File: src/rtl/sample_mem_arbiter.sv
// -----------------------------------------------------------------------------
// sample_mem_arbiter
// -----------------------------------------------------------------------------
// Shares the single read port of the PPG sample memory between NUM_REQ
// processing engines. Each engine posts a burst request (start address and
// length). The arbiter grants one engine at a time in round-robin order,
// generates the read addresses, and returns the samples tagged to the owning
// engine with valid / last / done strobes.
//
// Parameters
//   DATA_WIDTH    sample width
//   MEMORY_DEPTH  number of valid sample locations
//   ADDR_WIDTH    memory address width
//   NUM_REQ       number of requesters (index 0 has priority after reset)
//
// Ports
//   clk               clock
//   reset             synchronous, active-high reset
//   mem_loaded        memory initialised; no grants while low
//   req               level request, one bit per engine
//   req_start_addr    burst start, engine i at [i*ADDR_WIDTH +: ADDR_WIDTH]
//   req_len           burst length, engine i at [i*(ADDR_WIDTH+1) +: ADDR_WIDTH+1]
//   mem_read_address  read address to the memory
//   mem_data_out      read data from the memory (one-cycle registered read)
//   grant             one-hot owner of the read port, 0 when idle
//   rd_data           returned sample, broadcast to all engines
//   rd_valid          one-hot: rd_data is valid for engine i
//   rd_last           qualifies the final sample of a burst
//   burst_done        one-cycle pulse, burst finished for engine i
//   range_err         one-cycle pulse, burst rejected as out of range
// -----------------------------------------------------------------------------
module sample_mem_arbiter #(
    parameter int DATA_WIDTH   = 16,
    parameter int MEMORY_DEPTH = 5968,
    parameter int ADDR_WIDTH   = 13,
    parameter int NUM_REQ      = 3
) (
    input  logic                              clk,
    input  logic                              reset,
    input  logic                              mem_loaded,
    input  logic [NUM_REQ-1:0]                req,
    input  logic [NUM_REQ*ADDR_WIDTH-1:0]     req_start_addr,
    input  logic [NUM_REQ*(ADDR_WIDTH+1)-1:0] req_len,
    output logic [ADDR_WIDTH-1:0]             mem_read_address,
    input  logic [DATA_WIDTH-1:0]             mem_data_out,
    output logic [NUM_REQ-1:0]                grant,
    output logic [DATA_WIDTH-1:0]             rd_data,
    output logic [NUM_REQ-1:0]                rd_valid,
    output logic                              rd_last,
    output logic [NUM_REQ-1:0]                burst_done,
    output logic                              range_err
);

    localparam int IDX_W = (NUM_REQ > 1) ? $clog2(NUM_REQ) : 1;
    localparam int LEN_W = ADDR_WIDTH + 1;
    // One extra bit over start+len so the range check can never wrap.
    localparam int SUM_W = ADDR_WIDTH + 2;

    typedef enum logic [1:0] {
        IDLE,
        ISSUE,
        DRAIN
    } state_t;

    state_t state_q, state_d;

    logic [IDX_W-1:0]      ptr_q;
    logic [IDX_W-1:0]      owner_q;
    logic [LEN_W-1:0]      remaining_q;

    logic                  found_c;
    logic [IDX_W-1:0]      winner_c;
    int                    idx_c;
    logic [NUM_REQ-1:0]    win_onehot_c;
    logic [ADDR_WIDTH-1:0] win_start_c;
    logic [LEN_W-1:0]      win_len_c;
    logic [SUM_W-1:0]      win_end_c;
    logic                  len_zero_c;
    logic                  out_of_range_c;
    logic                  arb_c;
    logic                  accept_c;

    function automatic logic [IDX_W-1:0] next_ptr(input logic [IDX_W-1:0] p);
        if (int'(p) == NUM_REQ - 1) begin
            return '0;
        end
        return p + 1'b1;
    endfunction

    // Round-robin search: first asserted request at or after the pointer,
    // wrapping around the requester list.
    always_comb begin
        found_c  = 1'b0;
        winner_c = '0;
        idx_c    = 0;
        for (int k = 0; k < NUM_REQ; k++) begin
            idx_c = (int'(ptr_q) + k) % NUM_REQ;
            if (!found_c && req[idx_c]) begin
                found_c  = 1'b1;
                winner_c = IDX_W'(idx_c);
            end
        end
    end

    // Decode the winner's burst and decide whether it can be served.
    always_comb begin
        win_onehot_c   = NUM_REQ'(1) << winner_c;
        win_start_c    = req_start_addr[int'(winner_c)*ADDR_WIDTH +: ADDR_WIDTH];
        win_len_c      = req_len[int'(winner_c)*LEN_W +: LEN_W];
        win_end_c      = SUM_W'(win_start_c) + SUM_W'(win_len_c);
        len_zero_c     = (win_len_c == '0);
        out_of_range_c = !len_zero_c && (win_end_c > SUM_W'(MEMORY_DEPTH));
        // Arbitration is held off while a done pulse is showing, so an
        // engine whose burst was rejected has one cycle to drop its request.
        arb_c          = (state_q == IDLE) && mem_loaded && found_c && (burst_done == '0);
        accept_c       = arb_c && !len_zero_c && !out_of_range_c;
    end

    // Next-state logic.
    always_comb begin
        state_d = state_q;
        case (state_q)
            IDLE: begin
                if (accept_c) begin
                    state_d = ISSUE;
                end
            end
            ISSUE: begin
                if (remaining_q <= LEN_W'(1)) begin
                    state_d = DRAIN;
                end
            end
            DRAIN: begin
                state_d = IDLE;
            end
            default: begin
                state_d = IDLE;
            end
        endcase
    end

    always_ff @(posedge clk) begin
        if (reset) begin
            state_q <= IDLE;
        end else begin
            state_q <= state_d;
        end
    end

    // Datapath and registered strobes. Valid/last/done are raised while the
    // address is on the bus so they line up with the memory's one-cycle
    // read latency.
    always_ff @(posedge clk) begin
        if (reset) begin
            ptr_q            <= '0;
            owner_q          <= '0;
            remaining_q      <= '0;
            mem_read_address <= '0;
            grant            <= '0;
            rd_valid         <= '0;
            rd_last          <= 1'b0;
            burst_done       <= '0;
            range_err        <= 1'b0;
        end else begin
            rd_valid   <= '0;
            rd_last    <= 1'b0;
            burst_done <= '0;
            range_err  <= 1'b0;
            case (state_q)
                IDLE: begin
                    if (accept_c) begin
                        grant            <= win_onehot_c;
                        owner_q          <= winner_c;
                        mem_read_address <= win_start_c;
                        remaining_q      <= win_len_c;
                    end else if (arb_c) begin
                        // Rejected burst: answer with done, and move the
                        // winner to lowest priority like a completed burst.
                        burst_done <= win_onehot_c;
                        range_err  <= out_of_range_c;
                        ptr_q      <= next_ptr(winner_c);
                    end
                end
                ISSUE: begin
                    rd_valid <= grant;
                    if (remaining_q > LEN_W'(1)) begin
                        mem_read_address <= mem_read_address + 1'b1;
                        remaining_q      <= remaining_q - 1'b1;
                    end else begin
                        rd_last    <= 1'b1;
                        burst_done <= grant;
                    end
                end
                DRAIN: begin
                    grant <= '0;
                    ptr_q <= next_ptr(owner_q);
                end
                default: begin
                    grant <= '0;
                end
            endcase
        end
    end

    // Memory data is only meaningful while a valid strobe is up.
    assign rd_data = (|rd_valid) ? mem_data_out : '0;

endmodule

File: config.mk
export PLATFORM = sky130hd
export DESIGN_NAME = sample_mem_arbiter
export DESIGN_NICKNAME = d
export VERILOG_FILES = /design/src/rtl/sample_mem_arbiter.sv
export SDC_FILE = /design/constraint.sdc
export NUM_CORES = 1
export LEC_CHECK = 0
export BUFFER_PORTS_ARGS = -buffer_cell sky130_fd_sc_hd__buf_2
export CAP_MARGIN = 20
export CORE_MARGIN = 3
export CORE_UTILIZATION = 53
export DETAILED_ROUTE_END_ITERATION = 6
export HOLD_SLACK_MARGIN = 0.05
export MAX_ROUTING_LAYER = met4
export PLACE_DENSITY = 0.83
export SYNTH_ARGS = -nofsm -noshare
export SYNTH_HDL_FRONTEND = slang
export SYNTH_SLANG_ARGS = --single-unit
File: constraint.sdc
create_clock -name clk -period 6.8 [get_ports clk]
set_clock_uncertainty 0.15 [all_clocks]
set_input_delay 0.68 -clock clk [delete_from_list [all_inputs] [get_ports clk]]
set_output_delay 0.68 -clock clk [all_outputs]
set_load 0.02 [all_outputs]
; ---- Word level (Yosys, flattened, before mapping)
; Index checks and enable logic that the tools add are counted.
[word_totals]
wordCells = 115
ff_bits = 44
[classes]
n_lt_le_gt_ge = 6
shift = 3
multipliers = 2
n_addsub = 7
n_eq_ne = 9
div = 3
bitwise = 3
mux = 47
n_reduce_logical = 25
[op_table]
columns = op, count
row1 = less-than comparator 32 x 4 -> 1 bit (second input constant), 3
row2 = remainder unit 32 x 3 -> 32 bit (second input constant), 2
row3 = variable part select 42 x 7 -> 14 bit, 1
row4 = variable part select 39 x 7 -> 13 bit, 1
row5 = remainder unit 3 x 3 -> 32 bit (second input constant), 1
row6 = 2-to-1 mux 14 bit, 2
row7 = one-hot mux 14 bit (2 select lines), 1
row8 = 2-to-1 mux 13 bit, 2
row9 = one-hot mux 13 bit (2 select lines), 1
row10 = 2-to-1 mux 2 bit, 11
row11 = 2-to-1 mux 1 bit, 18
row12 = 2-to-1 mux 16 bit, 1
row13 = adder 13 x 14 -> 15 bit, 1
row14 = > comparator 15 x 13 -> 1 bit (second input constant), 1
row15 = > comparator 14 x 1 -> 1 bit (second input constant), 1
row16 = <= comparator 14 x 1 -> 1 bit (second input constant), 1
row17 = logical NOT 14 bit, 1
row18 = subtractor 14 x 1 -> 14 bit (second input constant), 1
row19 = adder 13 x 1 -> 13 bit (second input constant), 1
row20 = 2-to-1 mux 3 bit, 4
row21 = one-hot mux 3 bit (2 select lines), 2
row22 = inequality test 2 bit (second input constant), 5
row23 = logical AND 1 bit, 8
row24 = one-hot mux 2 bit (2 select lines), 2
row25 = other kinds (19), 33

; ---- Depth between registers and ports, before layout
[logic_depth]
depth_word = 25
mapped_depth = 28
mapped_depth_nobuf = 23

; ---- Least setup slack after synthesis
; No wires, ideal clock.
[synth_path]
path_kind = reg-to-reg
startpoint = register ptr_q[0]
endpoint = register remaining_q[13]
path_stages_with_launch = 29
setup_ns = 0.138
path_buffers = 7
t_arrival_ns = 5.518
period_less_slack_ns = 5.806
t_required_ns = 6.512
setup_slack_ns = 0.994
cell_sequence = dfxtp_1 > inv_1 > ha_1 > clkbuf_1 > nand3b_1 > o21ai_0 > a2bb2oi_1 > buf_2 > buf_2 > buf_2 > clkbuf_1 > clkbuf_1 > nor2_1 > a21oi_1 > inv_1 > ha_1 > a21o_1 > a21oi_1 > inv_1 > nand2_1 > o31a_2 > a21oi_1 > mux2i_1 > nand4_1 > nor3b_2 > o211ai_4 > buf_4 > a32oi_1 > o32ai_2
[synth_between]
elab_chain_len = 20
word_cells_on_any_way = 42
cone_classes = 3 x add/sub / 2 x mul / 3 x div / 1 x order compare / 1 x eq/ne / 2 x shift / 17 x mux / 13 x reduce/logical
[synth_lines]
columns = element, line_no
row1 = from (decl), 67  ; logic [IDX_W-1:0] ptr_q;
row2 = from (signal assigned), 181  ; ptr_q <= next_ptr(winner_c);
row3 = from (signal assigned), 196  ; ptr_q <= next_ptr(owner_q);
row4 = "parallel branches: the longest is 20 deep, another holds remainder unit 32 x 3 -> 32 bit", --
row5 = to (signal assigned), 175  ; remaining_q <= win_len_c;
row6 = to (signal assigned), 188  ; remaining_q <= remaining_q - 1'b1;
row7 = to (decl), 69  ; logic [LEN_W-1:0] remaining_q;
; Several ways; the timed one is not identified. The select of a mux whose other input is x is not followed.
; A chain may end at the register's enable or synchronous reset.

; ---- Worst setup path after layout
[layout_path]
startpoint = register ptr_q[1]
endpoint = register mem_read_address[7]
[layout_between]
elab_chain_len = 20
word_cells_on_any_way = 42
cone_classes = 3 x add/sub / 2 x mul / 3 x div / 1 x order compare / 1 x eq/ne / 2 x shift / 17 x mux / 13 x reduce/logical
[layout_lines]
columns = element, line_no
row1 = "parallel branches: the longest is 20 deep, another holds remainder unit 32 x 3 -> 32 bit", --
row2 = to (signal assigned), 174  ; mem_read_address <= win_start_c;
row3 = to (signal assigned), 187  ; mem_read_address <= mem_read_address + 1'b1;
row4 = to (decl), 44  ; output logic [ADDR_WIDTH-1:0] mem_read_address,
; Several ways; the timed one is not identified. The select of a mux whose other input is x is not followed.

==> reports/results.ini <==
[outcome]
status=finished, final reports clean

[synthesis]
syn_inst=622
ys_top_cells_by_area=dfxtp_1 19%, mux2i_1 7.4%, nand2_1 5.5%, ha_1 5.2%, o21ai_0 4.5%
synth_compound_area_share_pct=31.95
yosys_warnings=0
netlist.area_leader.share_pct=19.11
synth.distinct_cells=80
seq_area_frac_synth_pct=19.11
synthXorXnorAreaFrac_pct=2.660
synth_fa_ha_area_share_pct=5.592
synthMuxAreaShare_pct=7.628
syn-num-nets=745
synth.cell_area_um2=4609
synth_async_sr_flop_share_pct=0
yosys.area_share.simple_pct=26.82
synth_edf_count=0
yosysTopAreaCell=dfxtp_1
synth_top_family_by_area=compound AO/OA/AOI/OAI gates
avgSynthCellArea_um2=7.411
ys_ff_latch=44
ys.flop_type=dfxtp_1

[setup_path]
start_kind=register
path_delay_family=simple AND/OR/NAND/NOR gates
cpPeakStageDelay_ps=650
critPathRequiredTime_ps=6810
timing.rr.start=ptr_q[1]$_SDFFE_PP0P_
crit_end=mem_read_address[7]$_SDFFE_PP0P_
crit_path_frequent_cell=inv_1
path_cells=inv_1 > ha_1 > nand2_1 > nor4b_2 > o41a_1 > buf_4 > mux2i_1 > o21ai_0 > ha_1 > inv_1 > fa_1 > inv_1 > a21oi_1 > a21o_1 > a21oi_1 > a211oi_2 > or4_1 > o311a_1 > nand4_1 > nor3b_2 > o211a_4 > nor2_2 > o32ai_1
crit_buf_inv=4
cp-end-kind=register
criticalPathCategory=register to register
cp-startpoint=ptr_q[1]$_SDFFE_PP0P_
cp.arrival_ps=6270
r2r_setup_slack_ps=540
rr_endpoint=mem_read_address[7]$_SDFFE_PP0P_
crit_fanout=22
critPathSlowestCell=nor2_2
r2r_cells=23
crit_cells=23

[sta]
relSlewSlack_pct=33.75
finalSetupTns_ps=0
grt_setup_unrepaired=false
hold_viol=0
setup_viol=0
worst_pin_slew_ps=984.6
fin_crit_sh_pct=92.10
maxSlewViolCount=0
finalCriticalPeriod_ps=6263
fin_ws_ps=537.3
max_freq_mhz=159.7
whs_ps=344.9

[cts]
path_clk_slew_ps=90
cts_tree=done
clk_latency_ps=300
root_buffer=clkbuf_8
holdBufCountCts=0
clockBufferDepth=2
numCtsBuffers=5
cts_max_level=2
cts_sinks=44

[run]
cap_violations=0

[layout]
diodes=0
fillers=757
finalNetCount=865
drive_gt1_share_pct=25.98
syn_to_final_growth_pct=19.14

[global_routing]
grt_overflow=0
grt_max_degree=51
grt_usage_pct=30.29
grt_pass1_wl_um=23960
antenna_found_initial=0
grt_pass1_vias=5086

[floorplanning]
pin_count=143
rows=33
die_h_um=99.26
die_x_um=99.26
initial_core_util_pct=55.27
core_area_um2=8341
fp.dieArea_um2=9852

[route]
via_per_inst=6.256
dr.pass1.iters=5
ant_nets=0
num_vias=5305
drt_iter0_drc=350
drc=0
finalWirelength_um=15130
wl_per_cell_um=17.85

[power_and_ir_drop]
p_total_mw=3.422
p_per_area_nw_per_um2=623.1
peakVddDrop_mv=0.4085
p_leak_nw=2.444

[place]
numPortBuffers=142
pre_cts_ws_ps=377.6
gp_congestion=0.9437
dp.final_hpwl_um=11640

[worst_hold_path]
worst_hold_path_type=register to register
min-delay-start=owner_q[0]$_SDFFE_PP0P_

==> stage by stage <==
step | instances | cell area (um2) | util (%)
2_1_floorplan | 622 | 4609 | -
3_3_place_gp | 839 | 5350 | 64.15
3_5_place_dp | 839 | 5350 | 64.15
4_1_cts | 847 | 5461 | 65.48
5_1_grt | 848 | 5492 | 65.84
6_report | 848 | 5492 | 65.84
==> power by group <==
group	internal, mW	switching, mW
Combinational	1.12	1.74
Clock	0.109	0.0949
Sequential	0.317	0.0506
==> kinds of logic after synthesis <==
kind of cell	count (synthesis)
flip-flops	44
XOR/XNOR	14
AND/OR/NAND/NOR	247
buffers and inverters	65
multiplexers	35
adder cells (fa/ha/maj)	20
AO/OA/AOI/OAI	197
==> area by class of cell <==
| class | count | area (um2) | share of cell area, % |
|---|---|---|---|
| Clock buffer | 5 | 68.82 | 1.253 |
| Clock inverter | 3 | 42.54 | 0.7747 |
| Timing Repair Buffer | 152 | 785.8 | 14.31 |
| Multi-Input combinational cell | 514 | 3488 | 63.52 |
| Inverter | 25 | 93.84 | 1.709 |
| Tap cell | 105 | 131.4 | 2.392 |
| Sequential cell | 44 | 880.8 | 16.04 |
==> tightest hold or removal path, delay by kind of cell, from the launching register on <==
family	cells	cell delay [ps]
AO/OA/AOI/OAI	1	60
flip-flops	1	330
AND/OR/NAND/NOR	1	60
==> repair_timing <==
action / 4_1_cts / 5_1_grt
buffers inserted: 0 / 0
resized for setup: 0 / 5
setup endpoints to repair: 0 / 27
==> how the worst min path moves through the flow <==
stage          depth (start not counted)                     endpoint
4_1_cts                                2  remaining_q[5]$_SDFFE_PP0P_
5_1_grt                                2      owner_q[0]$_SDFFE_PP0P_
6_report                               2      owner_q[0]$_SDFFE_PP0P_
3_3_place_gp                           2      owner_q[0]$_SDFFE_PP0P_
3_5_place_dp                           2  remaining_q[5]$_SDFFE_PP0P_
2_1_floorplan                          2      owner_q[0]$_SDFFE_PP0P_
==> metal layers <==
metal / vias to the layer above / GRT usage [%] / share of wire [%]
met5: - / - / 0
met2: 245 / 49.85 / 48
met3: 49 / 4.208 / 7.9
met1: 2451 / 36.23 / 40
met4: 0 / 15.13 / 4.5
li1: 2560 / - / -
==> cells in the mapped netlist, types with 9 or more instances <==
cell type / number
a21o_1: 13
a21oi_1: 39
and3_1: 10
clkbuf_1: 24
dfxtp_1: 44
ha_1: 19
inv_1: 24
mux2i_1: 34
nand2_1: 67
nand2b_1: 10
nand3_1: 20
nor2_1: 44
nor2b_1: 23
nor3_1: 35
o211ai_1: 10
o21ai_0: 41
xnor2_1: 9
==> flip-flops by register name (all words and copies together), names as in the netlist <==
| name | cells |
|---|---|
| burst_done | 3 |
| rd_valid | 3 |
| rd_last | 1 |
| ptr_q | 2 |
| grant | 3 |
| owner_q | 2 |
| range_err | 1 |
| state_q | 2 |
| remaining_q | 14 |
| mem_read_address | 13 |
==> placed cells by master, fill, tap and decap left out, types with 4 or more instances in the layout <==
master / netlist / final
a211oi_2: 4 / 4
a21o_1: 13 / 13
a21oi_1: 39 / 39
a22oi_1: 8 / 8
a32oi_1: 4 / 4
and2_1: 4 / 4
and3_1: 10 / 10
buf_2: 8 / 142
buf_4: 3 / 10
clkbuf_8: 0 / 5
dfxtp_1: 44 / 44
ha_1: 19 / 19
inv_1: 24 / 24
mux2i_1: 34 / 34
nand2_1: 67 / 66
nand2b_1: 10 / 10
nand3_1: 20 / 20
nand3b_1: 7 / 7
nand4_1: 7 / 7
nor2_1: 44 / 44
nor2b_1: 23 / 23
nor3_1: 35 / 35
nor4_1: 7 / 7
o211ai_1: 10 / 10
o21a_1: 5 / 5
o21ai_0: 41 / 39
o21ai_1: 4 / 6
o311ai_1: 5 / 4
o31ai_1: 4 / 4
o32ai_2: 5 / 5
xnor2_1: 9 / 9
xor2_1: 5 / 5
Power figures use the tool's default switching activity.
